==> src/rtl/vga_axil_slave_if.sv <==
// AXI4-Lite slave-side bus bundle for the VGA register port.
// The master modport is the bus initiator and the slave modport is the register block.
interface vga_axil_slave_if #(
   parameter int unsigned DW = 32,
   parameter int unsigned AW = 13
);
   localparam int unsigned SW = DW / 8;

   logic          awvalid;
   logic          awready;
   logic [AW-1:0] awaddr;
   logic          wvalid;
   logic          wready;
   logic [DW-1:0] wdata;
   logic [SW-1:0] wstrb;
   logic          bvalid;
   logic          bready;
   logic [1:0]    bresp;
   logic          arvalid;
   logic          arready;
   logic [AW-1:0] araddr;
   logic          rvalid;
   logic          rready;
   logic [DW-1:0] rdata;
   logic [1:0]    rresp;

   modport master (
      output awvalid, awaddr, wvalid, wdata, wstrb, bready, arvalid, araddr, rready,
      input  awready, wready, bvalid, bresp, arready, rvalid, rdata, rresp
   );

   modport slave (
      input  awvalid, awaddr, wvalid, wdata, wstrb, bready, arvalid, araddr, rready,
      output awready, wready, bvalid, bresp, arready, rvalid, rdata, rresp
   );
endinterface

==> src/rtl/vga_axil_slave.sv <==
// AXI4-Lite slave bridging CPU accesses to the VGA core's simple latched write/read port.
// Optional macro VGA_AXIL_ERR_RESP_EN enables address range checking with SLVERR responses.
module vga_axil_slave #(
   parameter int unsigned C_AXI_DATA_WIDTH = 32,
   parameter int unsigned C_AXI_ADDR_WIDTH = 13,
   parameter int unsigned READ_LAT         = 4
) (
   input  logic                            clk_i,
   input  logic                            rstn_i,
   vga_axil_slave_if.slave                 s_axil,
   output logic [C_AXI_ADDR_WIDTH-1:0]     axil_waddr_o,
   output logic [C_AXI_DATA_WIDTH-1:0]     axil_wdata_o,
   output logic [C_AXI_DATA_WIDTH/8-1:0]   axil_wstrb_o,
   output logic                            axil_wready_o,
   output logic [C_AXI_ADDR_WIDTH-1:0]     axil_raddr_o,
   output logic                            axil_rreq_o,
   input  logic [C_AXI_DATA_WIDTH-1:0]     axil_rdata_i
);
   localparam int unsigned CW = (READ_LAT > 1) ? $clog2(READ_LAT) : 1;

   typedef enum logic [1:0] {W_IDLE, W_ISSUE, W_RESP} w_state_t;
   typedef enum logic [1:0] {R_IDLE, R_WAIT, R_RESP} r_state_t;

   w_state_t      w_state;
   r_state_t      r_state;
   logic          aw_hs, w_hs, ar_hs;
   logic          aw_done, w_done;
   logic          w_err, r_err, w_err_q;
   logic [CW-1:0] lat_cnt;

   always_comb begin
      aw_hs = s_axil.awvalid & s_axil.awready;
      w_hs  = s_axil.wvalid  & s_axil.wready;
      ar_hs = s_axil.arvalid & s_axil.arready;
   end

`ifdef VGA_AXIL_ERR_RESP_EN
   // The write address may arrive this cycle or may already sit in axil_waddr_o.
   logic [C_AXI_ADDR_WIDTH-1:0] w_addr_eff;
   always_comb begin
      w_addr_eff = aw_hs ? s_axil.awaddr : axil_waddr_o;
      w_err      = (32'(w_addr_eff) >= 32'd6496);
      r_err      = !s_axil.araddr[12] || (32'(s_axil.araddr) >= 32'd6496);
   end
`else
   always_comb begin
      w_err = 1'b0;
      r_err = 1'b0;
   end
`endif

   // Write path: collect AW and W in any order, strobe the core once, then respond.
   always_ff @(posedge clk_i or negedge rstn_i) begin
      if (!rstn_i) begin
         w_state        <= W_IDLE;
         aw_done        <= 1'b0;
         w_done         <= 1'b0;
         w_err_q        <= 1'b0;
         s_axil.awready <= 1'b0;
         s_axil.wready  <= 1'b0;
         s_axil.bvalid  <= 1'b0;
         s_axil.bresp   <= 2'b00;
         axil_wready_o  <= 1'b0;
         axil_waddr_o   <= '0;
         axil_wdata_o   <= '0;
         axil_wstrb_o   <= '0;
      end else begin
         case (w_state)
            W_IDLE: begin
               if (aw_hs) axil_waddr_o <= s_axil.awaddr;
               if (w_hs) begin
                  axil_wdata_o <= s_axil.wdata;
                  axil_wstrb_o <= s_axil.wstrb;
               end
               if ((aw_done || aw_hs) && (w_done || w_hs)) begin
                  w_state        <= W_ISSUE;
                  aw_done        <= 1'b0;
                  w_done         <= 1'b0;
                  s_axil.awready <= 1'b0;
                  s_axil.wready  <= 1'b0;
                  axil_wready_o  <= !w_err;
                  w_err_q        <= w_err;
               end else begin
                  aw_done        <= aw_done || aw_hs;
                  w_done         <= w_done  || w_hs;
                  s_axil.awready <= !(aw_done || aw_hs);
                  s_axil.wready  <= !(w_done  || w_hs);
               end
            end
            W_ISSUE: begin
               axil_wready_o <= 1'b0;
               s_axil.bvalid <= 1'b1;
               s_axil.bresp  <= w_err_q ? 2'b10 : 2'b00;
               w_state       <= W_RESP;
            end
            W_RESP: begin
               if (s_axil.bready) begin
                  s_axil.bvalid  <= 1'b0;
                  s_axil.awready <= 1'b1;
                  s_axil.wready  <= 1'b1;
                  w_state        <= W_IDLE;
               end
            end
            default: w_state <= W_IDLE;
         endcase
      end
   end

   // Read path: hold the request for READ_LAT cycles, then capture and present the data.
   always_ff @(posedge clk_i or negedge rstn_i) begin
      if (!rstn_i) begin
         r_state        <= R_IDLE;
         lat_cnt        <= '0;
         s_axil.arready <= 1'b0;
         s_axil.rvalid  <= 1'b0;
         s_axil.rresp   <= 2'b00;
         s_axil.rdata   <= '0;
         axil_raddr_o   <= '0;
         axil_rreq_o    <= 1'b0;
      end else begin
         case (r_state)
            R_IDLE: begin
               s_axil.arready <= 1'b1;
               if (ar_hs) begin
                  s_axil.arready <= 1'b0;
                  axil_raddr_o   <= s_axil.araddr;
                  if (r_err) begin
                     s_axil.rvalid <= 1'b1;
                     s_axil.rresp  <= 2'b10;
                     s_axil.rdata  <= '0;
                     r_state       <= R_RESP;
                  end else begin
                     axil_rreq_o <= 1'b1;
                     lat_cnt     <= '0;
                     r_state     <= R_WAIT;
                  end
               end
            end
            R_WAIT: begin
               if (lat_cnt == CW'(READ_LAT - 1)) begin
                  s_axil.rdata  <= axil_rdata_i;
                  s_axil.rresp  <= 2'b00;
                  s_axil.rvalid <= 1'b1;
                  axil_rreq_o   <= 1'b0;
                  r_state       <= R_RESP;
               end else begin
                  lat_cnt <= lat_cnt + CW'(1);
               end
            end
            R_RESP: begin
               if (s_axil.rready) begin
                  s_axil.rvalid  <= 1'b0;
                  s_axil.arready <= 1'b1;
                  r_state        <= R_IDLE;
               end
            end
            default: r_state <= R_IDLE;
         endcase
      end
   end
endmodule

==> src/flat_wrapper.sv <==
// flat-port wrapper written by rule: the top's interface ports become plain ports
module vga_axil_slave_flat 
#(
   parameter int unsigned C_AXI_DATA_WIDTH = 32,
   parameter int unsigned C_AXI_ADDR_WIDTH = 13,
   parameter int unsigned READ_LAT         = 4
)
  (clk_i, rstn_i, axil_waddr_o, axil_wdata_o, axil_wstrb_o, axil_wready_o, axil_raddr_o, axil_rreq_o, axil_rdata_i, s_axil_awvalid, s_axil_awaddr, s_axil_wvalid, s_axil_wdata, s_axil_wstrb, s_axil_bready, s_axil_arvalid, s_axil_araddr, s_axil_rready, s_axil_awready, s_axil_wready, s_axil_bvalid, s_axil_bresp, s_axil_arready, s_axil_rvalid, s_axil_rdata, s_axil_rresp);
  vga_axil_slave_if #(.DW((32)), .AW((13))) s_axil_i ();
  input  logic clk_i;
  input  logic rstn_i;
  output logic [C_AXI_ADDR_WIDTH-1:0] axil_waddr_o;
  output logic [C_AXI_DATA_WIDTH-1:0] axil_wdata_o;
  output logic [C_AXI_DATA_WIDTH/8-1:0] axil_wstrb_o;
  output logic axil_wready_o;
  output logic [C_AXI_ADDR_WIDTH-1:0] axil_raddr_o;
  output logic axil_rreq_o;
  input  logic [C_AXI_DATA_WIDTH-1:0] axil_rdata_i;
  input wire logic [$bits(s_axil_i.awvalid)-1:0] s_axil_awvalid;
  input wire logic [$bits(s_axil_i.awaddr)-1:0] s_axil_awaddr;
  input wire logic [$bits(s_axil_i.wvalid)-1:0] s_axil_wvalid;
  input wire logic [$bits(s_axil_i.wdata)-1:0] s_axil_wdata;
  input wire logic [$bits(s_axil_i.wstrb)-1:0] s_axil_wstrb;
  input wire logic [$bits(s_axil_i.bready)-1:0] s_axil_bready;
  input wire logic [$bits(s_axil_i.arvalid)-1:0] s_axil_arvalid;
  input wire logic [$bits(s_axil_i.araddr)-1:0] s_axil_araddr;
  input wire logic [$bits(s_axil_i.rready)-1:0] s_axil_rready;
  output wire logic [$bits(s_axil_i.awready)-1:0] s_axil_awready;
  output wire logic [$bits(s_axil_i.wready)-1:0] s_axil_wready;
  output wire logic [$bits(s_axil_i.bvalid)-1:0] s_axil_bvalid;
  output wire logic [$bits(s_axil_i.bresp)-1:0] s_axil_bresp;
  output wire logic [$bits(s_axil_i.arready)-1:0] s_axil_arready;
  output wire logic [$bits(s_axil_i.rvalid)-1:0] s_axil_rvalid;
  output wire logic [$bits(s_axil_i.rdata)-1:0] s_axil_rdata;
  output wire logic [$bits(s_axil_i.rresp)-1:0] s_axil_rresp;
  assign s_axil_i.awvalid = s_axil_awvalid;
  assign s_axil_i.awaddr = s_axil_awaddr;
  assign s_axil_i.wvalid = s_axil_wvalid;
  assign s_axil_i.wdata = s_axil_wdata;
  assign s_axil_i.wstrb = s_axil_wstrb;
  assign s_axil_i.bready = s_axil_bready;
  assign s_axil_i.arvalid = s_axil_arvalid;
  assign s_axil_i.araddr = s_axil_araddr;
  assign s_axil_i.rready = s_axil_rready;
  assign s_axil_awready = s_axil_i.awready;
  assign s_axil_wready = s_axil_i.wready;
  assign s_axil_bvalid = s_axil_i.bvalid;
  assign s_axil_bresp = s_axil_i.bresp;
  assign s_axil_arready = s_axil_i.arready;
  assign s_axil_rvalid = s_axil_i.rvalid;
  assign s_axil_rdata = s_axil_i.rdata;
  assign s_axil_rresp = s_axil_i.rresp;
  vga_axil_slave #(.C_AXI_DATA_WIDTH(C_AXI_DATA_WIDTH), .C_AXI_ADDR_WIDTH(C_AXI_ADDR_WIDTH), .READ_LAT(READ_LAT)) u_core (.clk_i(clk_i), .rstn_i(rstn_i), .s_axil(s_axil_i), .axil_waddr_o(axil_waddr_o), .axil_wdata_o(axil_wdata_o), .axil_wstrb_o(axil_wstrb_o), .axil_wready_o(axil_wready_o), .axil_raddr_o(axil_raddr_o), .axil_rreq_o(axil_rreq_o), .axil_rdata_i(axil_rdata_i));
endmodule
==> config.mk <==
export PLATFORM = sky130hd
export DESIGN_NAME = vga_axil_slave_flat
export DESIGN_NICKNAME = d
export VERILOG_FILES = /design/src/rtl/vga_axil_slave_if.sv /design/src/rtl/vga_axil_slave.sv /design/src/flat_wrapper.sv
export SDC_FILE = /design/constraint.sdc
export NUM_CORES = 1
export LEC_CHECK = 0
export BUFFER_PORTS_ARGS = -buffer_cell sky130_fd_sc_hd__buf_2
export CELL_PAD_IN_SITES_DETAIL_PLACEMENT = 1
export CELL_PAD_IN_SITES_GLOBAL_PLACEMENT = 2
export CORE_UTILIZATION = 26
export CTS_BUF_LIST = sky130_fd_sc_hd__clkbuf_16
export DETAILED_ROUTE_END_ITERATION = 10
export PLACE_DENSITY = 0.74
export SLEW_MARGIN = 20
export SYNTH_ARGS = -nofsm -noshare
export SYNTH_HDL_FRONTEND = slang
export SYNTH_SLANG_ARGS = --single-unit
export TNS_END_PERCENT = 20
==> constraint.sdc <==
create_clock -name clk_i -period 1.6 [get_ports clk_i]
set_input_delay 0.16 -clock clk_i [delete_from_list [all_inputs] [get_ports clk_i]]
set_output_delay 0.16 -clock clk_i [all_outputs]
set_load 0.02 [all_outputs]
After elaboration in Yosys (flattened, before gate mapping)
Index checks and enable logic that the tools add are counted.
{ "totals": {"ff_bits": 109, "in_bits": 101, "output_inout_bits": 105, "word_cells": 88} }
{ "op_classes": {"addsub": 1, "eq_ne": 11, "mux": 30, "n_bitwise": 3, "n_reduce_logical": 26} }
{ "op_table": {"columns": ["cell", "count"], "rows": [
  ["AND reduction 2 bit", 9],
  ["2-to-1 mux 2 bit", 7],
  ["case mux 1 bit (2 select lines)", 7],
  ["2-to-1 mux 1 bit", 13],
  ["case mux 2 bit (3 select lines)", 2],
  ["AND reduction 3 bit", 4],
  ["nonzero test 2 bit", 6],
  ["equality test 2 bit, second input constant", 3],
  ["inequality test 2 x 1 -> 1 bit, second input constant", 3],
  ["inequality test 2 bit, second input constant", 3],
  ["equality test 2 x 1 -> 1 bit, second input constant", 2],
  ["zero test 2 bit", 2],
  ["case mux 2 bit (2 select lines)", 1],
  ["AND 1 bit", 3],
  ["adder 2 x 1 -> 2 bit, second input constant", 1],
  ["zero test 1 bit", 2],
  ["logical OR 1 bit", 2],
  ["logical AND 1 bit", 1]
]} }

Depth between registers and ports, before layout
{ "depth": {"depth_word": 5, "mapped_depth": 4, "mapped_depth_nobuf": 4} }

Worst setup path before layout
OpenSTA, ideal clock, no wires.
{ "synth_path": {"path_kind": "flip-flop to flip-flop", "startpoint": "register u_core.s_axil.wready", "endpoint": "register u_core.axil_wdata_o[0]", "setup_ns": 0.125, "t_arrival_ns": 1.453, "required_ns": 1.475, "setup_slack_ns": 0.022, "path_stages_with_launch": 5, "n_path_buf": 1, "synth_period_minus_slack_ns": 1.578, "path_cell_list": "dfrtp_1 nand2_1 nor3_4 buf_6 mux2_2"} }
{ "synth_between": {"elab_chain_cells": 2} }
{ "synth_lines": {"columns": ["element", "line_no", "text"], "rows": [
  ["from (decl)", "vga_axil_slave_if.sv:34", "output awready, wready, bvalid, bresp, arready, rvalid, rdata, rresp"],
  ["from (signal assigned)", "vga_axil_slave.sv:87", "s_axil.wready <= !(w_done || w_hs);"],
  ["AND 1 bit", "vga_axil_slave.sv:33", "w_hs = s_axil.wvalid & s_axil.wready;"],
  ["AND reduction 2 bit (no source line)", null, null],
  ["to (signal assigned)", "vga_axil_slave.sv:72", "axil_wdata_o <= s_axil.wdata;"],
  ["to (decl)", "vga_axil_slave.sv:12", "output logic [C_AXI_DATA_WIDTH-1:0] axil_wdata_o,"]
]} }
No other way between the ends.
A chain may end at the register's enable or synchronous reset.

Final worst setup path
{ "layout_path": {"startpoint": "register u_core.lat_cnt[0]", "endpoint": "register u_core.s_axil.rdata[25]"} }
{ "layout_between": {"elab_chain_cells": 2} }
{ "layout_lines": {"columns": ["element", "line_no", "text"], "rows": [
  ["from (decl)", "vga_axil_slave.sv:29", "logic [CW-1:0] lat_cnt;"],
  ["from (signal assigned)", "vga_axil_slave.sv:147", "lat_cnt <= lat_cnt + CW'(1);"],
  ["equality test 2 bit", "vga_axil_slave.sv:140", "if (lat_cnt == CW'(READ_LAT - 1)) begin"],
  ["AND reduction 2 bit (no source line)", null, null],
  ["to (signal assigned)", "vga_axil_slave.sv:141", "s_axil.rdata <= axil_rdata_i;"],
  ["to (decl)", "vga_axil_slave_if.sv:34", null]
]} }
No other way between the ends.

==> results.json <==
{
  "clk_latency_ps": 340,
  "skew_ps": 5.66,
  "dieHeight_um": 129,
  "remaining_drc_errors": 0,
  "die_w_um": 129,
  "crit_chain": "ha_1, nand3b_1, buf_12, mux2_2",
  "gp_congestion": 0.713,
  "cts_tree": "done",
  "clock-sinks": 109,
  "post_cts_buffers": 0,
  "max_stage_delay_ps": 390,
  "synth-main-ff-cell": "dfrtp_1",
  "fin_tns_setup_ps": 0,
  "worst-setup-path-type": "flip-flop to flip-flop",
  "cts_buffer_depth": 2,
  "critical_path.top_delay_family": "flip-flops",
  "synth_common_cells": "dfrtp_1, mux2_2, a21oi_1, buf_2, buf_6",
  "cts_root_buf": "clkbuf_16",
  "area_delta_synth_final_pct": 39.4,
  "start_kind": "flip-flop",
  "reg2reg_from": "u_core.lat_cnt[0]",
  "dieArea_mm2": 0.0165,
  "synth_area_leader_cell": "dfrtp_1",
  "grt_start_max_net_pins": 48,
  "grt_pass1_vias": 3142,
  "worstRegToRegCells": 4,
  "grt_pass1_wl_um": 15600,
  "final.period_utilization_pct": 95.3,
  "grt_usage_pct": 12.3,
  "worst_ep_required_time_ps": 1830,
  "fmax_mhz": 656,
  "io_buffers": 201,
  "r2r_end": "u_core.s_axil.rdata[25]",
  "cap_violations": 0,
  "cts_hold_buf": 1,
  "p_leak_uw": 0.00279,
  "cp.depth": 4,
  "rsz0062_at_grt": "no",
  "synth_edf_count": 0,
  "num-nets-final": 572,
  "p_per_area_mw_per_mm2": 2230,
  "ys_top_cells_by_area": "dfrtp_1, mux2_2, buf_6, o32a_1, nor3_4",
  "fin_hold_ws_ps": 31.7,
  "dr.pass1.iters": 4,
  "setup_viol_count_final": 0,
  "drive_gt1_share_pct": 68.0,
  "viasPerCell": 4.24,
  "worstHoldPathType": "input pin to flip-flop",
  "core_area_mm2": 0.0154,
  "cts_inserted_buffers": 9,
  "ys_async_sr_fraction_pct": 100,
  "critPathLaunch": "u_core.lat_cnt[0]",
  "yosys.cell_types.count": 24,
  "path_clk_slew_ps": 70,
  "syn_area_mm2": 0.00417,
  "ys_ff_latch": 109,
  "fin_crit_ps": 1520,
  "wirelength_um": 9850,
  "ys_seq_area_share_pct": 65.4,
  "hpwlAfterDp_um": 7630,
  "syn_avg_cell_area_um2": 16.2,
  "end_kind": "flip-flop",
  "fillers": 1722,
  "antenna_found_initial": 1,
  "yosysTopAreaCellShare_pct": 65.4,
  "postRouteAntennaNets": 0,
  "first_iter_violations": 80,
  "post_cts_resized": 0,
  "setup.worst_path.end": "u_core.s_axil.rdata[25]",
  "initial_core_util_pct": 27.0,
  "synth_warnings": 0,
  "pin_count": 206,
  "wl_per_cell_um": 14.4,
  "dr_total_vias": 2907,
  "status": "complete, no violations",
  "cp_slowest_cell": "dfrtp_1",
  "finalMaxSlewViolations": 0,
  "r2r_slack_ps": 80,
  "htreeDepth": 3,
  "row_count": 45,
  "yosysMostFrequentCell": "dfrtp_1",
  "ir_drop_mv": 0.899,
  "synthCells": 258,
  "worstPathMaxFanout": 32,
  "num_antenna_cells": 0,
  "cp.arrival_ps": 1750,
  "crit_buf_inv": 1,
  "hold_viol": 0,
  "grt-ovfl-total": 0
}
[routing by layer]
| layer | routed length, um | share of wire [%] | GRT usage, % | up-vias |
|---|---|---|---|---|
| met2 | 5120 | 52 | 21.6 | 114 |
| met5 | 0 | 0 | 0 | - |
| li1 | - | - | - | 1320 |
| met1 | 3750 | 38 | 13.4 | 1458 |
| met4 | 179 | 1.8 | 5.19 | 0 |
| met3 | 801 | 8.1 | 4.62 | 15 |
[power by group]
group	total, uW	internal [uW]	switching (uW)
clock network	2180	1200	974
logic	5890	2670	3220
registers	4930	4170	758
total	13000	8040	4950
[cell families after synthesis]
family / share of synthesized area (%)
flip-flops: 65.4
multiplexers: 25.7
other: 0.0899
adder cells (fa/ha/maj): 0.300
buffers and inverters: 3.15
AND/OR/NAND/NOR: 2.79
AO/OA/AOI/OAI: 2.61
[area by class of cell]
cell class | count | area (um^2) | area share, %
clock buffer | 9 | 225 | 3.87
clock inverter | 7 | 67.6 | 1.16
inverter | 4 | 15.0 | 0.258
multi-input combinational | 133 | 1340 | 23.0
sequential | 109 | 2730 | 46.9
tap | 211 | 264 | 4.54
timing repair buffer | 213 | 1180 | 20.2
[cell usage in the layout (no fill, tap or decap), drive strengths merged]
master | synthesis | final
nor2b | 1 | 1
a21oi | 6 | 6
dlygate4sd3 | 0 | 1
nor3b | 1 | 1
nor3 | 2 | 2
nand2b | 3 | 3
nor2 | 2 | 2
a22o | 1 | 1
clkbuf | 0 | 9
bufinv | 0 | 1
nand3 | 1 | 1
mux2 | 95 | 95
nor4bb | 1 | 1
a21o | 2 | 2
inv | 4 | 5
dfrtp | 109 | 109
buf | 15 | 212
o32a | 4 | 4
nand3b | 1 | 1
nor4 | 1 | 1
conb | 1 | 4
ha | 1 | 1
clkinv | 0 | 3
o21ai | 3 | 3
nand2 | 4 | 4
clkinvlp | 0 | 2
[registers in the layout, indices dropped and copies added (netlist names)]
register               cells
u_core.r_state             2
u_core.axil_waddr_o       13
u_core.s_axil.wready       1
u_core.axil_wdata_o       32
u_core.s_axil.rdata       32
u_core.axil_rreq_o         1
u_core.lat_cnt             2
u_core.s_axil.awready      1
u_core.s_axil.bvalid       1
u_core.s_axil.arready      1
u_core.s_axil.rvalid       1
u_core.w_done              1
u_core.w_state             2
u_core.axil_wstrb_o        4
u_core.aw_done             1
u_core.axil_wready_o       1
u_core.axil_raddr_o       13
[worst min path at each step]
stage                startpoint                 endpoint  cells past startpoint
3_3_place_gp             rstn_i   u_core.s_axil.rdata[3]                      1
2_1_floorplan            rstn_i           u_core.aw_done                      0
6_report       s_axil_wdata[27]  u_core.axil_wdata_o[27]                      2
4_1_cts        s_axil_wdata[27]  u_core.axil_wdata_o[27]                      2
3_5_place_dp             rstn_i   u_core.s_axil.rdata[3]                      1
5_1_grt        s_axil_wdata[27]  u_core.axil_wdata_o[27]                      2
[metrics by stage]
step / instance area, um^2 / instances / total power (uW) / utilization (%) / setup slack, ps
after floorplan: 4180 / 261 / 8770 / - / 21.8
after global placement: 5510 / 669 / 10800 / 35.7 / 117
after detailed placement: 5510 / 669 / 11000 / 35.7 / 77.3
after CTS: 5810 / 686 / 13300 / 37.7 / 66.5
after global routing: 5810 / 686 / 13800 / 37.7 / 9.25
final: 5810 / 686 / 13000 / 37.7 / 76.0
Power figures use the tool's default switching activity.
